===== src/rtl/ctrl_pkg.sv =====
// Shared definitions for the multicycle processor control path:
// FSM state encoding, opcode/funct field values and ALU operation codes.
package ctrl_pkg;

    typedef enum logic [3:0] {
        S_FETCH  = 4'd0,
        S_DECODE = 4'd1,
        S_MEMADR = 4'd2,
        S_MEMRD  = 4'd3,
        S_MEMWB  = 4'd4,
        S_MEMWR  = 4'd5,
        S_EXEC   = 4'd6,
        S_ALUWB  = 4'd7,
        S_BRANCH = 4'd8,
        S_JUMP   = 4'd9,
        S_TRAP   = 4'd10
    } state_t;

    // Instruction opcodes (bits [31:26])
    localparam logic [5:0] OP_RTYPE = 6'b000000;
    localparam logic [5:0] OP_LW    = 6'b100011;
    localparam logic [5:0] OP_SW    = 6'b101011;
    localparam logic [5:0] OP_BEQ   = 6'b000100;
    localparam logic [5:0] OP_J     = 6'b000010;

    // R-type function codes (bits [5:0])
    localparam logic [5:0] FN_ADD = 6'b100000;
    localparam logic [5:0] FN_SUB = 6'b100010;
    localparam logic [5:0] FN_AND = 6'b100100;
    localparam logic [5:0] FN_OR  = 6'b100101;
    localparam logic [5:0] FN_SLT = 6'b101010;

    // ALU operation select
    localparam logic [3:0] ALU_AND = 4'b0000;
    localparam logic [3:0] ALU_OR  = 4'b0001;
    localparam logic [3:0] ALU_ADD = 4'b0010;
    localparam logic [3:0] ALU_SUB = 4'b0110;
    localparam logic [3:0] ALU_SLT = 4'b0111;

    // States that sit waiting on mem_ready and are guarded by the timeout
    function automatic logic is_wait_state(input state_t s);
        return (s == S_FETCH) || (s == S_MEMRD) || (s == S_MEMWR);
    endfunction

endpackage


===== src/rtl/alu_decoder.sv =====
// Maps an R-type funct field onto the ALU operation select and flags
// function codes the datapath does not implement.
module alu_decoder (
    input  logic [5:0] funct,
    output logic [3:0] alu_ctl,
    output logic       illegal
);
    import ctrl_pkg::*;

    // Pure table lookup; unknown codes select AND and raise illegal
    always_comb begin
        alu_ctl = ALU_AND;
        illegal = 1'b0;
        case (funct)
            FN_AND:  alu_ctl = ALU_AND;
            FN_OR:   alu_ctl = ALU_OR;
            FN_ADD:  alu_ctl = ALU_ADD;
            FN_SUB:  alu_ctl = ALU_SUB;
            FN_SLT:  alu_ctl = ALU_SLT;
            default: begin
                alu_ctl = ALU_AND;
                illegal = 1'b1;
            end
        endcase
    end

endmodule


===== src/rtl/multicycle_control.sv =====
// Moore control FSM for a multicycle MIPS-style datapath. Datapath selects
// decode from the state register; IRWrite/pc_en are additionally qualified
// by mem_ready (FETCH) and zero (BRANCH) so they fire in the completing cycle.
// A wait counter traps on memory that never answers; trap is sticky until rst.
module multicycle_control #(
    parameter int WAIT_MAX = 15,
    parameter int CNT_W    = 32
) (
    input  logic             clk,
    input  logic             rst,
    input  logic [5:0]       opcode,
    input  logic [5:0]       funct,
    input  logic             zero,
    input  logic             mem_ready,
    output logic [3:0]       ALUcontrol,
    output logic             ALUSrcA,
    output logic [1:0]       ALUSrcB,
    output logic [1:0]       PCSource,
    output logic             IorD,
    output logic             RegDst,
    output logic             MemtoReg,
    output logic             MemRead,
    output logic             MemWrite,
    output logic             IRWrite,
    output logic             RegWrite,
    output logic             Branch,
    output logic             pc_en,
    output logic             trap,
    output logic [CNT_W-1:0] instr_count
);
    import ctrl_pkg::*;

    localparam int WAIT_W = $clog2(WAIT_MAX + 1);

    state_t             state_r;
    state_t             next_state_s;
    logic [WAIT_W-1:0]  wait_cnt_r;
    logic [CNT_W-1:0]   instr_count_r;
    logic               trap_r;
    logic               retire_s;
    logic               wait_last_s;
    logic [3:0]         dec_alu_s;
    logic               dec_illegal_s;

    logic mem_read_s, mem_write_s, ir_write_s, reg_write_s, pc_en_s;

    alu_decoder u_alu_decoder (
        .funct   (funct),
        .alu_ctl (dec_alu_s),
        .illegal (dec_illegal_s)
    );

    // Last permitted waiting cycle: one more miss reaches WAIT_MAX
    assign wait_last_s = (wait_cnt_r == WAIT_W'(WAIT_MAX - 1));

    // Next-state selection and retirement detection
    always_comb begin
        next_state_s = state_r;
        retire_s     = 1'b0;
        case (state_r)
            S_FETCH: begin
                if (mem_ready)        next_state_s = S_DECODE;
                else if (wait_last_s) next_state_s = S_TRAP;
                else                  next_state_s = S_FETCH;
            end
            S_DECODE: begin
                case (opcode)
                    OP_LW, OP_SW: next_state_s = S_MEMADR;
                    OP_RTYPE:     next_state_s = S_EXEC;
                    OP_BEQ:       next_state_s = S_BRANCH;
                    OP_J:         next_state_s = S_JUMP;
                    default:      next_state_s = S_TRAP;
                endcase
            end
            S_MEMADR: begin
                if (opcode == OP_LW)      next_state_s = S_MEMRD;
                else if (opcode == OP_SW) next_state_s = S_MEMWR;
                else                      next_state_s = S_TRAP;
            end
            S_MEMRD: begin
                if (mem_ready)        next_state_s = S_MEMWB;
                else if (wait_last_s) next_state_s = S_TRAP;
                else                  next_state_s = S_MEMRD;
            end
            S_MEMWB: begin
                next_state_s = S_FETCH;
                retire_s     = 1'b1;
            end
            S_MEMWR: begin
                if (mem_ready) begin
                    next_state_s = S_FETCH;
                    retire_s     = 1'b1;
                end else if (wait_last_s) begin
                    next_state_s = S_TRAP;
                end else begin
                    next_state_s = S_MEMWR;
                end
            end
            S_EXEC: begin
                if (dec_illegal_s) next_state_s = S_TRAP;
                else               next_state_s = S_ALUWB;
            end
            S_ALUWB, S_BRANCH, S_JUMP: begin
                next_state_s = S_FETCH;
                retire_s     = 1'b1;
            end
            S_TRAP:  next_state_s = S_TRAP;
            default: next_state_s = S_TRAP;
        endcase
    end

    // State, wait counter, retired count and sticky trap flag
    always_ff @(posedge clk or posedge rst) begin
        if (rst) begin
            state_r       <= S_FETCH;
            wait_cnt_r    <= '0;
            instr_count_r <= '0;
            trap_r        <= 1'b0;
        end else begin
            state_r <= next_state_s;
            trap_r  <= (next_state_s == S_TRAP);
            if (retire_s) begin
                instr_count_r <= instr_count_r + CNT_W'(1);
            end
            // Any state change restarts the count for the state being entered
            if (next_state_s != state_r) begin
                wait_cnt_r <= '0;
            end else if (is_wait_state(state_r) && !mem_ready) begin
                wait_cnt_r <= wait_cnt_r + WAIT_W'(1);
            end
        end
    end

    // Per-state control decode; anything not named for a state stays 0
    always_comb begin
        ALUcontrol  = 4'b0000;
        ALUSrcA     = 1'b0;
        ALUSrcB     = 2'b00;
        PCSource    = 2'b00;
        IorD        = 1'b0;
        RegDst      = 1'b0;
        MemtoReg    = 1'b0;
        Branch      = 1'b0;
        mem_read_s  = 1'b0;
        mem_write_s = 1'b0;
        ir_write_s  = 1'b0;
        reg_write_s = 1'b0;
        pc_en_s     = 1'b0;
        case (state_r)
            S_FETCH: begin
                mem_read_s = 1'b1;
                ALUSrcB    = 2'b01;
                ALUcontrol = ALU_ADD;
                ir_write_s = mem_ready;
                pc_en_s    = mem_ready;
            end
            S_DECODE: begin
                ALUSrcB    = 2'b11;
                ALUcontrol = ALU_ADD;
            end
            S_MEMADR: begin
                ALUSrcA    = 1'b1;
                ALUSrcB    = 2'b10;
                ALUcontrol = ALU_ADD;
            end
            S_MEMRD: begin
                mem_read_s = 1'b1;
                IorD       = 1'b1;
            end
            S_MEMWB: begin
                reg_write_s = 1'b1;
                MemtoReg    = 1'b1;
            end
            S_MEMWR: begin
                mem_write_s = 1'b1;
                IorD        = 1'b1;
            end
            S_EXEC: begin
                ALUSrcA    = 1'b1;
                ALUcontrol = dec_alu_s;
            end
            S_ALUWB: begin
                reg_write_s = 1'b1;
                RegDst      = 1'b1;
            end
            S_BRANCH: begin
                Branch     = 1'b1;
                ALUSrcA    = 1'b1;
                ALUcontrol = ALU_SUB;
                PCSource   = 2'b01;
                pc_en_s    = zero;
            end
            S_JUMP: begin
                PCSource = 2'b10;
                pc_en_s  = 1'b1;
            end
            S_TRAP:  ALUcontrol = 4'b0000;
            default: ALUcontrol = 4'b0000;
        endcase
    end

    // Access strobes are held off for the whole time rst is high
    assign MemRead     = mem_read_s  & ~rst;
    assign MemWrite    = mem_write_s & ~rst;
    assign IRWrite     = ir_write_s  & ~rst;
    assign RegWrite    = reg_write_s & ~rst;
    assign pc_en       = pc_en_s     & ~rst;
    assign trap        = trap_r;
    assign instr_count = instr_count_r;

endmodule


===== config.mk =====
export PLATFORM = sky130hd
export DESIGN_NAME = multicycle_control
export DESIGN_NICKNAME = d
export VERILOG_FILES = /design/src/rtl/ctrl_pkg.sv /design/src/rtl/alu_decoder.sv /design/src/rtl/multicycle_control.sv
export SDC_FILE = /design/constraint.sdc
export NUM_CORES = 1
export LEC_CHECK = 0
export CAP_MARGIN = 20
export CORE_ASPECT_RATIO = 0.8
export CORE_MARGIN = 2
export CORE_UTILIZATION = 49
export DETAILED_ROUTE_END_ITERATION = 7
export GPL_TIMING_DRIVEN = 0
export PLACE_DENSITY_LB_ADDON = 0.3
export SYNTH_ARGS = -nofsm -noshare
export SYNTH_HDL_FRONTEND = slang
export SYNTH_SLANG_ARGS = --single-unit

===== constraint.sdc =====
create_clock -name clk -period 2.15 [get_ports clk]
set_input_delay 0.3225 -clock clk [delete_from_list [all_inputs] [get_ports clk]]
set_output_delay 0.3225 -clock clk [all_outputs]
set_load 0.05 [all_outputs]

Word level (Yosys, flattened, before mapping)
Cells that the tools add are included.

word-level totals
  bits in registers = 41
  input bits = 16
  output and inout bits = 51
  logic and storage cells = 77

operators by class
  $add $sub $neg = 2
  eq/ne operators = 21
  multiplexer cells = 29
  bitwise gates (word level) = 6
  reduce and logical (&&, ||, !) cells = 15

operator list
  operator                 number
  $mux W4                  11
  $eq A6 B6 Y1 const B     7
  $add A32 B1 Y32 const B  1
  $pmux W4 S7              1
  $eq A4 B3 Y1 const B     4
  $eq A4 B4 Y1 const B     4
  $pmux W4 S4              1
  $pmux W3 S4              1
  $pmux W4 S3              1
  $mux W1                  10
  $eq A4 B2 Y1 const B     2
  $reduce_or A2 Y1         4
  $eq A6 B2 Y1 const B     1
  $eq A6 B3 Y1 const B     1
  $logic_not A6 Y1         1
  $pmux W2 S3              1
  $reduce_or A3 Y1         2
  $and A1 B1 Y1            5
  $reduce_or A5 Y1         1
  $add A4 B1 Y4 const B    1
  $eq A4 B1 Y1 const B     1
  $logic_not A4 Y1         1
  $ne A4 B4 Y1             1
  $pmux W2 S2              1
  8 further kinds          9

Longest topological paths before layout
  word-level depth = 6
  depth in mapped cells = 8
  gate-level depth less buffers = 8

Modules after synthesis
Synthesis repeated with hierarchy kept, for this count alone.

second synthesis, totals
  cell total of the unflattened synthesis = 280
  area total of the unflattened synthesis = 2571.2 um^2

modules (own cells, without submodules)
  module              instances  cells an instance  area each (um^2)  seq. area each (um^2)
  multicycle_control  1          269                2486.1            1026.0
  alu_decoder         1          11                 85.1              0.0

Least setup slack after synthesis
OpenSTA, ideal clock, no wires.

  kind = reg2out
  from = register state_r[0]
  to = output pc_en
  arrival time = 3424 ps
  data required time = 1827 ps
  path slack = -1597 ps
  stages on the path, launching flop included = 5
  path buffers = 2
  path through = dfrtp_1 -> buf_4 -> clkbuf_1 -> o21ai_0 -> a2111oi_0

between the ends
  cells in the longest elaborated chain, start to end = 3
  elaborated cells between the ends (all ways) = 5
  classes of those cells = eq/ne (2); mux (1); bitwise (1); reduce/logical (1)

RTL lines
  what                                              RTL line                   source
  start, declared                                   multicycle_control.sv:35   state_t state_r;
  start signal, assigned                            multicycle_control.sv:120  state_r <= next_state_s;
  $eq A4 B4 Y1 or $logic_not A4 Y1 (tied branches)  multicycle_control.sv:149  case (state_r)
  $pmux W1 S3 *                                     multicycle_control.sv:149
  $and A1 B1 Y1 *                                   multicycle_control.sv:207  assign pc_en = pc_en_s & ~rst;
  end, declared                                     multicycle_control.sv:27   output logic pc_en,

Mark *: on every way between the ends. The rest lies on a longest branch, timed or not.

Worst setup path after layout
  from = input funct[2]
  to = register wait_cnt_r[1]

between the ends
  cells in the longest elaborated chain, start to end = 6
  elaborated cells between the ends (all ways) = 11
  classes of those cells = eq/ne (6); mux (3); reduce/logical (2)

RTL lines
  what                                           RTL line                   source
  start, declared                                multicycle_control.sv:12   input logic [5:0] funct,
  $eq A6 B6 Y1                                   alu_decoder.sv:14          case (funct)
  $reduce_or A5 Y1 (no source line) *            --
  $mux W4 *                                      multicycle_control.sv:100  if (dec_illegal_s) next_state_s = S_TRAP;
  $pmux W4 S7 *                                  multicycle_control.sv:60   case (state_r)
  $ne A4 B4 Y1 *                                 multicycle_control.sv:126  if (next_state_s != state_r) begin
  $mux W4 or $reduce_bool A2 Y1 (tied branches)  --
  end signal, assigned                           multicycle_control.sv:129  wait_cnt_r <= wait_cnt_r + WAIT_W'(1);
  end, declared                                  multicycle_control.sv:37   logic [WAIT_W-1:0] wait_cnt_r;

Marks and branches as above.
A chain may end at the register's enable or synchronous reset.

==> summary.md <==
| Metric | Value |
|---|---|
| Outcome | complete, no violations |
| Initial antenna violation count | 0 |
| Leak Pwr | 1.63 nW |
| Global-route usage over all layers | 0.249 |
| Post-route ant nets | 0 |
| Final instance area | 3610 um2 |
| Synth Warn # | 0 |
| FP Rows | 23 |
| TNS Setup | 0 ns |
| Worst slew pin tran | 0.541 ns |
| Max Slew Vio Count | 0 |
| Worst R2R Path Depth | 7 |
| Synth Flop Type | dfrtp_1 |
| #FFs+latches synth | 41 |
| P_sw | 327 uW |
| RR Endpoint | wait_cnt_r[1] |
| Gate power share | 0.068 |
| Vias | 2,447 |
| Fin crit share | 0.991 |
| Worst EP arrival | 2.32 ns |
| Skew final | 0.00579 ns |
| Synth Area in Simple Gates | 0.257 |
| Power Dens Cells | 421 nW/um2 |
| Area delta synth->final | 44.5% |
| F_max | 469 MHz |
| Die area | 5700 um2 |
| Input/output buffers | 65 |
| Clock network power share | 0.426 |
| Final global-route overflow total | 0 |
| Avg WL per Cell | 17.3 um |
| Sequential area share after synthesis | 0.410 |
| Int Pwr | 1.20 mW |
| Mapped Nets | 291 |
| DRC | 0 |
| Final hold viol count | 0 |
| Total wire length | 7290 um |
| Worst-path fanout max | 4 |
| Mux cell area share after synthesis | 0.0125 |
| Max clock buf depth | 2 |
| Fillers | 385 |
| Post-synth EDFFs | 0 |
| Critical Path Source Type | primary input |
| Ant. Diodes | 0 |
| GPL Wtd Cong | 0.949 |
| DR vias/cell | 5.81 |
| Avg Synthesized Cell Area | 9.20 um2 |
| Req. time, crit path | 2.34 ns |
| Multi-input gate area | 1490 um2 |
| Largest net degree at the start of global routing | 22 |
| First-pass GRT wire length | 11,000 um |
| RSZ-0062 raised after global routing | true |
| Sw frac | 0.215 |
| CTS clk-pin slew, worst paths | 0.08 ns |
| Synth Area in XOR/XNOR | 0.123 |
| FFs w/ async S/R, synth | 1.00 |
| TritonCTS clock tree | yes |
| Peak supply drop | 0.000491 V |
| Final-report setup violation count | 0 |
| Placed Instance Area | 3250 um2 |
| CP Class | in2reg |
| Maxcap violations | 0 |
| Core area | 4950 um2 |
| Share of post-route cells with drive strength above 1 | 0.240 |
| Max_slew headroom | 0.637 |
| Util after Layout | 0.730 |
| Clk sink count | 41 |
| Largest family of logic cells by synthesized area | simple AND/OR/NAND/NOR gates |
| Worst hold path class | in2async |
| Detailed Place HPWL | 5030 um |
| Worst hold slack | 0.231 ns |
| # nets final | 377 |
| Adder-cell share of the synthesized area | 0.0150 |
| CP endpoint kind | register |
| Starting Density | 0.505 |
| R2r startpoint | state_r[0] |
| CTS H-tree depth | 2 |
| Final Critical Period | 2.13 ns |
| Die extent in y | 67.9 um |
| Latest clock arrival within the worst-skew pair | 0.29 ns |
| CTS root buf | clkbuf_8 |
| CTS buffer count | 5 |
| Register Area | 1030 um2 |
| Vias in the first global route | 2,172 |
| Synth unique cells | 56 |
| Post-Syn Area | 2500 um2 |
| Syn Inst Count | 272 |
| Compound-Gate Fraction of Synth Area | 0.138 |
| Worst R2R Setup Slack | 0.02 ns |
| Pre-Repair DR Iteration Count | 5 |
| DRT iter0 DRCs | 175 |
| Width of the die | 83.9 um |
| Register share of total power | 0.506 |
| IO Pins | 67 |
==> power groups by stage <==
| stage | combinational, mW | clock, mW | sequential (mW) |
|---|---|---|---|
| final | 0.104 | 0.650 | 0.770 |
| after detailed placement | 0.0808 | 0 | 0.786 |
| after global routing | 0.111 | 0.684 | 0.770 |
| after floorplan | 0.0363 | 0 | 0.786 |
| after global placement | 0.0800 | 0 | 0.786 |
| after CTS | 0.0890 | 0.651 | 0.770 |
==> cell usage in the layout, fill, tap and decap left out, types with 3 or more instances in the layout <==
cell type        synthesis  routed
inv_1                    9       7
nand2_1                 22      21
a21oi_1                  7       7
nor2_1                  31      24
xor2_1                  14      14
buf_4                    6      20
a31oi_1                  4       3
clkdlybuf4s15_2          0       4
o21ai_0                  6       4
o21a_1                   3       3
buf_6                    0       3
clkdlybuf4s50_1          0      39
dfrtp_1                 41      40
buf_2                    2       3
clkbuf_2                 0       5
and4_1                   4       4
nor3_1                  12       8
nor2_2                   0       5
nand2b_1                 9       7
nand3_1                 14      14
dlymetal6s2s_1           0       8
xnor2_1                 21      21
nand4_1                  8       8
and2_1                   7       7
ha_1                     3       3
and3_1                   3       3
clkbuf_8                 0       7
nor3_2                   0       3
==> critical path: stages <==
cell	delay [ns]
clkdlybuf4s50_1	0.52
mux2i_1	0.28
nor4bb_2	0.28
o21ai_1	0.15
o21a_1	0.14
a221o_1	0.34
a2111oi_2	0.29
==> worst max path at each step <==
stage | cells after the start | startpoint | to
3_5_place_dp | 4 | rst | IRWrite
6_report | 7 | funct[2] | wait_cnt_r[1]
2_1_floorplan | 4 | state_r[0] | pc_en
5_1_grt | 7 | state_r[0] | wait_cnt_r[1]
3_3_place_gp | 4 | rst | IRWrite
4_1_cts | 5 | state_r[1] | ALUSrcB[1]
==> cell type report <==
class                   instances  share of cell area
clock buffers                   7              0.0239
multi-input cells             209               0.412
well taps                      62              0.0215
flip-flops and latches         41               0.284
repair buffers                 77               0.205
clock inverters                 1             0.00831
plain buffers                  11              0.0280
inverters                      11              0.0142
repair inverters                2             0.00277
==> metrics by stage <==
stage / power [mW] / worst slack, ns / std cells
after global routing: 1.56 / -0.0662 / 421
after detailed placement: 0.867 / -1.22 / 399
after CTS: 1.51 / 0.000149 / 412
final: 1.52 / 0.0199 / 421
after floorplan: 0.822 / -0.306 / 272
after global placement: 0.866 / -1.20 / 399
==> cells by family (layout without fill, tap and decap cells) <==
logic type | Yosys count | count (layout)
and+or+nand+nor | 123 | 123
AOI/OAI and AO/OA | 44 | 44
DFF | 41 | 41
xor gates and xnor gates | 35 | 35
buffers and inverters | 22 | 109
adders and majority gates | 3 | 3
muxes | 3 | 3
other | 1 | 1
==> flip-flops by register name, summed over array words and instances, names as in the netlist <==
| register | flops |
|---|---|
| instr_count | 32 |
| state_r | 4 |
| trap | 1 |
| wait_cnt_r | 4 |
==> layer usage <==
metal,vias to the layer above,global-route usage,routed length [um]
li1,1133,-,-
met1,1207,0.368,3390
met2,97,0.383,3360
met3,10,0.0543,482
met4,0,0.0464,55
met5,-,0,0
==> synthesized netlist by cell type, types with 4 or more instances <==
library cell	instances	area share
dfrtp_1	41	0.41
nor2_1	31	0.047
nand2_1	22	0.033
xnor2_1	21	0.074
nand3_1	14	0.028
xor2_1	14	0.049
nor3_1	12	0.024
inv_1	9	0.014
nand2b_1	9	0.023
nand4_1	8	0.020
a21oi_1	7	0.014
and2_1	7	0.018
buf_4	6	0.018
o21ai_0	6	0.012
a31oi_1	4	0.010
and4_1	4	0.014
==> what timing repair did <==
| action | CTS | global route |
|---|---|---|
| resized for setup | 74 | 46 |
| pin swaps | 4 | 11 |
| gates cloned | 2 | 0 |
| hold buffers | 0 | 0 |
| setup buffers | 3 | 8 |
| setup endpoints to repair | 20 | 23 |
Note: power is estimated with default switching activity, not from simulation.
